--- src/rtl/walking_one_rr_arbiter.sv ---
// Round-robin arbiter for one shared resource: registered walking-one grant,
// binary owner index, and a hold limit that forces release from a hogging owner.
module walking_one_rr_arbiter #(
   parameter int NUM_REQ   = 3,
   parameter int MAX_HOLD  = 16,
   parameter int CNT_WIDTH = 5,
   parameter int IDX_WIDTH = 2
) (
   input  logic                 i_clk,
   input  logic                 i_rst,
   input  logic [NUM_REQ-1:0]   i_req,
   input  logic [NUM_REQ-1:0]   i_done,
   output logic [NUM_REQ-1:0]   o_grant,
   output logic [IDX_WIDTH-1:0] o_owner,
   output logic                 o_busy,
   output logic                 o_timeout,
   output logic                 o_dbg_state
);

   // Handshake: a requester holds i_req high for as long as it wants the resource;
   // it owns the resource while its o_grant bit is high, and ends ownership either
   // by pulsing its i_done bit or by dropping i_req. Grant always returns to zero
   // for at least one cycle before the next owner (bus turnaround).

   typedef enum logic {
      ST_IDLE  = 1'b0,
      ST_OWNED = 1'b1
   } state_t;

   localparam logic [CNT_WIDTH-1:0] LP_LAST = CNT_WIDTH'((MAX_HOLD == 0) ? 0 : MAX_HOLD - 1);

   state_t                 r_state, w_state_nxt;
   logic [NUM_REQ-1:0]     r_grant, w_grant_nxt;
   logic [IDX_WIDTH-1:0]   r_owner, w_owner_nxt;
   logic                   r_busy, w_busy_nxt;
   logic                   r_timeout, w_timeout_nxt;
   logic [CNT_WIDTH-1:0]   r_cnt, w_cnt_nxt;
   logic [NUM_REQ-1:0]     r_ptr, w_ptr_nxt;

   logic                   w_found;
   logic [IDX_WIDTH-1:0]   w_pick_idx;
   logic [NUM_REQ-1:0]     w_pick_oh;
   logic                   w_done_own;
   logic                   w_req_own;
   logic                   w_force;
   logic                   w_release;

   // Circular scan starting at the pointer bit; first set request wins.
   always_comb begin
      int v_ptr_idx;
      int v_idx;
      v_ptr_idx  = 0;
      w_found    = 1'b0;
      w_pick_idx = '0;
      for (int i = 0; i < NUM_REQ; i++) begin
         if (r_ptr[i]) v_ptr_idx = i;
      end
      for (int k = 0; k < NUM_REQ; k++) begin
         v_idx = v_ptr_idx + k;
         if (v_idx >= NUM_REQ) v_idx = v_idx - NUM_REQ;
         if (!w_found && i_req[v_idx]) begin
            w_found    = 1'b1;
            w_pick_idx = IDX_WIDTH'(v_idx);
         end
      end
   end

   assign w_pick_oh  = NUM_REQ'(1) << w_pick_idx;
   assign w_done_own = |(i_done & r_grant);
   assign w_req_own  = |(i_req & r_grant);
   assign w_force    = (MAX_HOLD != 0) && (r_cnt == LP_LAST);
   assign w_release  = w_done_own || !w_req_own || w_force;

   always_comb begin
      w_state_nxt   = r_state;
      w_grant_nxt   = r_grant;
      w_owner_nxt   = r_owner;
      w_busy_nxt    = r_busy;
      w_timeout_nxt = 1'b0;
      w_cnt_nxt     = r_cnt;
      w_ptr_nxt     = r_ptr;
      case (r_state)
         ST_IDLE: begin
            if (w_found) begin
               w_state_nxt = ST_OWNED;
               w_grant_nxt = w_pick_oh;
               w_owner_nxt = w_pick_idx;
               w_busy_nxt  = 1'b1;
               w_cnt_nxt   = '0;
            end
         end
         ST_OWNED: begin
            if (w_release) begin
               w_state_nxt   = ST_IDLE;
               w_grant_nxt   = '0;
               w_owner_nxt   = '0;
               w_busy_nxt    = 1'b0;
               w_ptr_nxt     = {r_grant[NUM_REQ-2:0], r_grant[NUM_REQ-1]};
               // A normal release on the same edge as the limit wins: no timeout.
               w_timeout_nxt = w_force && !w_done_own && w_req_own;
            end else if (r_cnt != '1) begin
               w_cnt_nxt = r_cnt + 1'b1;
            end
         end
         default: begin
            w_state_nxt = ST_IDLE;
            w_grant_nxt = '0;
            w_owner_nxt = '0;
            w_busy_nxt  = 1'b0;
         end
      endcase
   end

   always_ff @(posedge i_clk) begin
      if (i_rst) begin
         r_state   <= ST_IDLE;
         r_grant   <= '0;
         r_owner   <= '0;
         r_busy    <= 1'b0;
         r_timeout <= 1'b0;
         r_cnt     <= '0;
         r_ptr     <= NUM_REQ'(1);
      end else begin
         r_state   <= w_state_nxt;
         r_grant   <= w_grant_nxt;
         r_owner   <= w_owner_nxt;
         r_busy    <= w_busy_nxt;
         r_timeout <= w_timeout_nxt;
         r_cnt     <= w_cnt_nxt;
         r_ptr     <= w_ptr_nxt;
      end
   end

   assign o_grant     = r_grant;
   assign o_owner     = r_owner;
   assign o_busy      = r_busy;
   assign o_timeout   = r_timeout;
   assign o_dbg_state = r_state;

endmodule

--- config.mk ---
export PLATFORM = sky130hd
export DESIGN_NAME = walking_one_rr_arbiter
export DESIGN_NICKNAME = d
export VERILOG_FILES = /design/src/rtl/walking_one_rr_arbiter.sv
export SDC_FILE = /design/constraint.sdc
export NUM_CORES = 1
export LEC_CHECK = 0
export CORE_MARGIN = 2
export CORE_UTILIZATION = 42
export DETAILED_ROUTE_END_ITERATION = 12
export PLACE_DENSITY = 0.71
export SETUP_SLACK_MARGIN = 0.5
export SLEW_MARGIN = 0
export SYNTH_ARGS = -nofsm -noshare
export SYNTH_HDL_FRONTEND = slang
export SYNTH_SLANG_ARGS = --single-unit
export TNS_END_PERCENT = 20
--- constraint.sdc ---
create_clock -name i_clk -period 2.1 [get_ports i_clk]
set_clock_uncertainty 0.2 [all_clocks]
set_input_delay 0.42 -clock i_clk [delete_from_list [all_inputs] [get_ports i_clk]]
set_output_delay 0.42 -clock i_clk [all_outputs]
set_load 0.01 [all_outputs]
Word level (Yosys, flattened, before mapping)
Cells that the tools add are included.
Widths: inputs -> output; s select.
{ "op_classes": {"bitwise": 4, "n_eq_ne": 6, "n_reduce_logical": 16, "n_shift": 1, "n_lt_le_gt_ge": 6, "n_mux": 36, "addsub": 6} }
{ "ops": {"columns": ["op", "n"], "rows": [
  ["$ge 32x3->1 const B", 3],
  ["$lt 32x4->1 const B", 3],
  ["$mux 32", 3],
  ["$sub 32x3->32 const B", 3],
  ["$add 32x2->32 const B", 1],
  ["$add 32x3->32 const B", 1],
  ["$mux 5", 3],
  ["$mux 1", 14],
  ["$mux 2", 6],
  ["$pmux 5 s2", 1],
  ["$reduce_or 3->1", 3],
  ["$and 3x3->3", 2],
  ["$bmux 1 s2", 3],
  ["$mux 3", 2],
  ["$pmux 3 s2", 1],
  ["$add 5x1->5 const B", 1],
  ["$eq 5x4->1 const B", 1],
  ["$ne 5x5->1 const B", 1],
  ["$logic_and 1x1->1", 4],
  ["$logic_not 1->1", 4],
  ["$ne 2x1->1 const B", 2],
  ["$ne 2x2->1 const B", 2],
  ["$pmux 1 s2", 2],
  ["$pmux 2 s2", 1],
  ["other kinds (5)", 8]
]} }
{ "word_totals": {"ff_bits": 16, "word_cells": 82} }

Longest topological paths before layout
{ "logic_depth": {"ltp_word": 17, "depth_mapped": 7, "ltp_nobuf": 7} }

Worst setup path after synthesis
OpenSTA, ideal clock, no wires.
{ "synth_timing": {"kind": "reg-to-reg", "from": "register r_cnt[0]", "to": "register r_cnt[1]", "n_path_buf": 0, "t_arrival_ns": 1.881, "stages_incl_launch_ff": 8, "slack_ns": -0.098, "synth_period_minus_slack_ns": 2.198, "path_cell_list": "dfxtp_1 ha_1 and3_1 ha_1 a21o_1 or4_1 a22o_1 a32o_1"} }
{ "synth_via": {"elab_chain_len": 4} }
{ "synth_rtl": {"columns": ["element", "line_no", "source"], "rows": [
  ["start, declared", "37", "logic [CNT_WIDTH-1:0] r_cnt, w_cnt_nxt;"],
  ["start signal, assigned", "129", "r_cnt <= w_cnt_nxt;"],
  ["$add 5x1->5 / $eq 5x4->1 (equally long branches)", "102, 71", null],
  ["$mux 5 / $logic_or 1x1->1 (equally long branches)", "101, 72", null],
  ["$mux 5 / $ne 2x2->1 (equally long branches)", null, null],
  ["$pmux 5 s2 / $reduce_and 3->1 (equally long branches)", null, null]
]} }
Several ways; a longest one is shown, not always the timed one. The select of a mux whose other input is x is not followed.
A chain may end at the register's enable or synchronous reset.

Worst setup path in the final report
{ "layout_timing": {"from": "register r_cnt[1]", "to": "register r_cnt[1]"} }
The elaborated chain is that of the path after synthesis.

==> flow_summary.json <==
{
  "status": "finished with violations",
  "violations": "negative setup slack",
  "drcViolationCount": 0,
  "pin_count": 16,
  "holdCritPathClass": "reg2reg",
  "nets": 124,
  "via_per_inst": 5.54,
  "cp.required_ns": 2.08,
  "cts_buffer_depth": 2,
  "powerDensity_nw_per_um2": 533,
  "rsz0062_at_grt": "yes",
  "antenna_found_initial": 0,
  "io_buffers": 15,
  "syn_area_um2": 704,
  "drt_iter0_drc": 15,
  "insertion_delay_ns": 0.28,
  "critPathArrivalTime_ns": 2.15,
  "postRouteWirelength_mm": 1.78,
  "dr.pass1.iters": 4,
  "synth_edf_count": 0,
  "yosysTopAreaCellShare_pct": 42.6,
  "core_um2": 1540,
  "slew_headroom_pct": 70.5,
  "ctsHoldBuffers": 0,
  "maxSlewViolCount": 0,
  "cp_max_fo": 3,
  "setup_violations": 3,
  "areaGrowthSynthToFinish_pct": 61.1,
  "routabilityCongestion": 0.805,
  "tns_ns": -0.128,
  "syn_nets": 86,
  "met2_length_um": 840,
  "top_layer": "met4",
  "path_class": "reg2reg",
  "async_reset_ff_share_pct": 0,
  "diodes": 0,
  "die_area_um2": 2020,
  "ys_seq_elements": 15,
  "dp_hpwl_mm": 1.19,
  "final_antenna_net_count": 0,
  "clock.fmax_ghz": 0.462,
  "cts_sinks": 15,
  "htree_levels": 1,
  "cts_made_buffers": 3,
  "cts_tree": "done",
  "drv_cap": 0,
  "rows": 14,
  "synthTopCellsByCount": "dfxtp_1 (15), a21oi_1 (6), nor2_1 (6)",
  "synth_area_leader_cell": "dfxtp_1",
  "initial_core_util_pct": 45.7,
  "synth-seq-area-share_pct": 42.6,
  "wire_per_inst_um": 13.9,
  "period_share_pct": 103,
  "grt.overflow.total": 0,
  "ir_drop_uv": 455,
  "period_needed_ns": 2.17,
  "hold_viol": 0,
  "endpoint_kind": "register",
  "dieWidth_um": 45.0,
  "first_global_vias": 639,
  "route.met3.wl_um": 74,
  "synth_area_leaders": "dfxtp_1 (43%), mux2i_1 (5.7%), ha_1 (5.3%)",
  "synth_area_per_cell_um2": 9.39,
  "tightestPinTransition_ns": 0.431,
  "layout_setup_ws_ns": -0.0661,
  "r2r_cells": 7,
  "ff2ff_setup_slack_ns": -0.07,
  "hold_ws_ns": 0.293,
  "grtUsageTotal_pct": 19.9,
  "start_kind": "register",
  "drive_gt1_share_pct": 35.7,
  "fill_cells": 115,
  "holdPathStages": 1,
  "syn_inst": 75,
  "synth.distinct_cells": 27,
  "yosysWarnings": 0,
  "vias": 709,
  "die_h_um": 45.0,
  "p_leak_nw": 0.517,
  "synth_flop_cell": "dfxtp_1",
  "cts-root-buf": "clkbuf_4",
  "yosys.cell_count.top_type": "dfxtp_1",
  "grt_pass1_wl_mm": 2.95,
  "path_clk_slew_ns": 0.09,
  "grt_max_degree": 9,
  "drt-met1-wl_um": 856
}
metrics by stage:
stage	util, %	cell area (um^2)	power [mW]	instances	setup slack, ns
floorplan	-	726	0.366	75	-0.00778
global placement	62.3	960	0.424	114	-0.259
detailed placement	62.3	960	0.426	114	-0.303
CTS	66.9	1030	0.591	121	-0.0779
global route	73.6	1130	0.641	128	-0.114
finish	73.6	1130	0.605	128	-0.0661
critical path, stage by stage (launching register included):
cell,delay (ns)
dfxtp_2,0.34
ha_4,0.16
and3_4,0.18
ha_4,0.16
a21o_4,0.19
or4_4,0.42
a22o_1,0.21
a32o_1,0.20
power by group:
| part | switching [mW] | internal (mW) |
|---|---|---|
| clock network | 0.0899 | 0.0737 |
| registers | 0.0147 | 0.297 |
| logic | 0.0605 | 0.0690 |
logic make-up after synthesis:
logic type               synth area share, %
AND/OR/NAND/NOR                         21.3
flip-flops                              42.6
XOR/XNOR                                1.24
buffers and inverters                   2.13
multiplexers                            5.68
AO/OA/AOI/OAI                           21.7
adder cells (fa/ha/maj)                 5.33
per-layer routing:
| layer | global-route usage, % | vias up |
|---|---|---|
| met1 | 28.8 | 339 |
| met3 | 5.20 | 2 |
| met4 | 5.29 | 0 |
| met5 | 0 | - |
| li1 | - | 354 |
| met2 | 29.1 | 14 |
path summary, 6_finish.rpt:
path,start,end
max reg2reg,r_cnt[1],r_cnt[1]
max,r_cnt[1],r_cnt[1]
min reg2reg,o_owner[1],o_owner[1]
min,o_owner[1],o_owner[1]
cell usage in the layout, fill, tap and decap left out, types with 3 or more instances in the layout:
master,netlist,layout
dlygate4sd2_1,0,7
clkdlybuf4s50_1,0,5
nor2_1,6,6
dfxtp_2,0,5
a21oi_1,6,5
nand2b_1,4,3
clkbuf_4,0,3
ha_4,0,3
nand3_1,5,5
nand2_1,5,5
mux2i_1,4,3
a22o_1,3,3
inv_1,3,3
dfxtp_1,15,9
buf_4,0,17
flip-flops by register name, summed over array words and instances, names as in the netlist:
signal	count
o_busy	1
r_ptr	2
o_timeout	1
o_grant	3
o_owner	2
o_dbg_state	1
r_cnt	5
final cells by class:
cell class	instances	area (um^2)	share of cell area [%]
clock buffers	4	26.3	2.32
inverters	3	11.3	0.992
multi-input cells	56	475	41.9
flip-flops and latches	15	310	27.3
well taps	16	20.0	1.76
repair buffers	34	292	25.7
repair_timing:
item	in CTS	in global routing
gates cloned	0	0
pin swaps	10	9
hold endpoints to repair	0	0
buffers inserted	3	7
resized for setup	16	14
setup endpoints to repair	23	19
(Power assumes the default switching activity.)
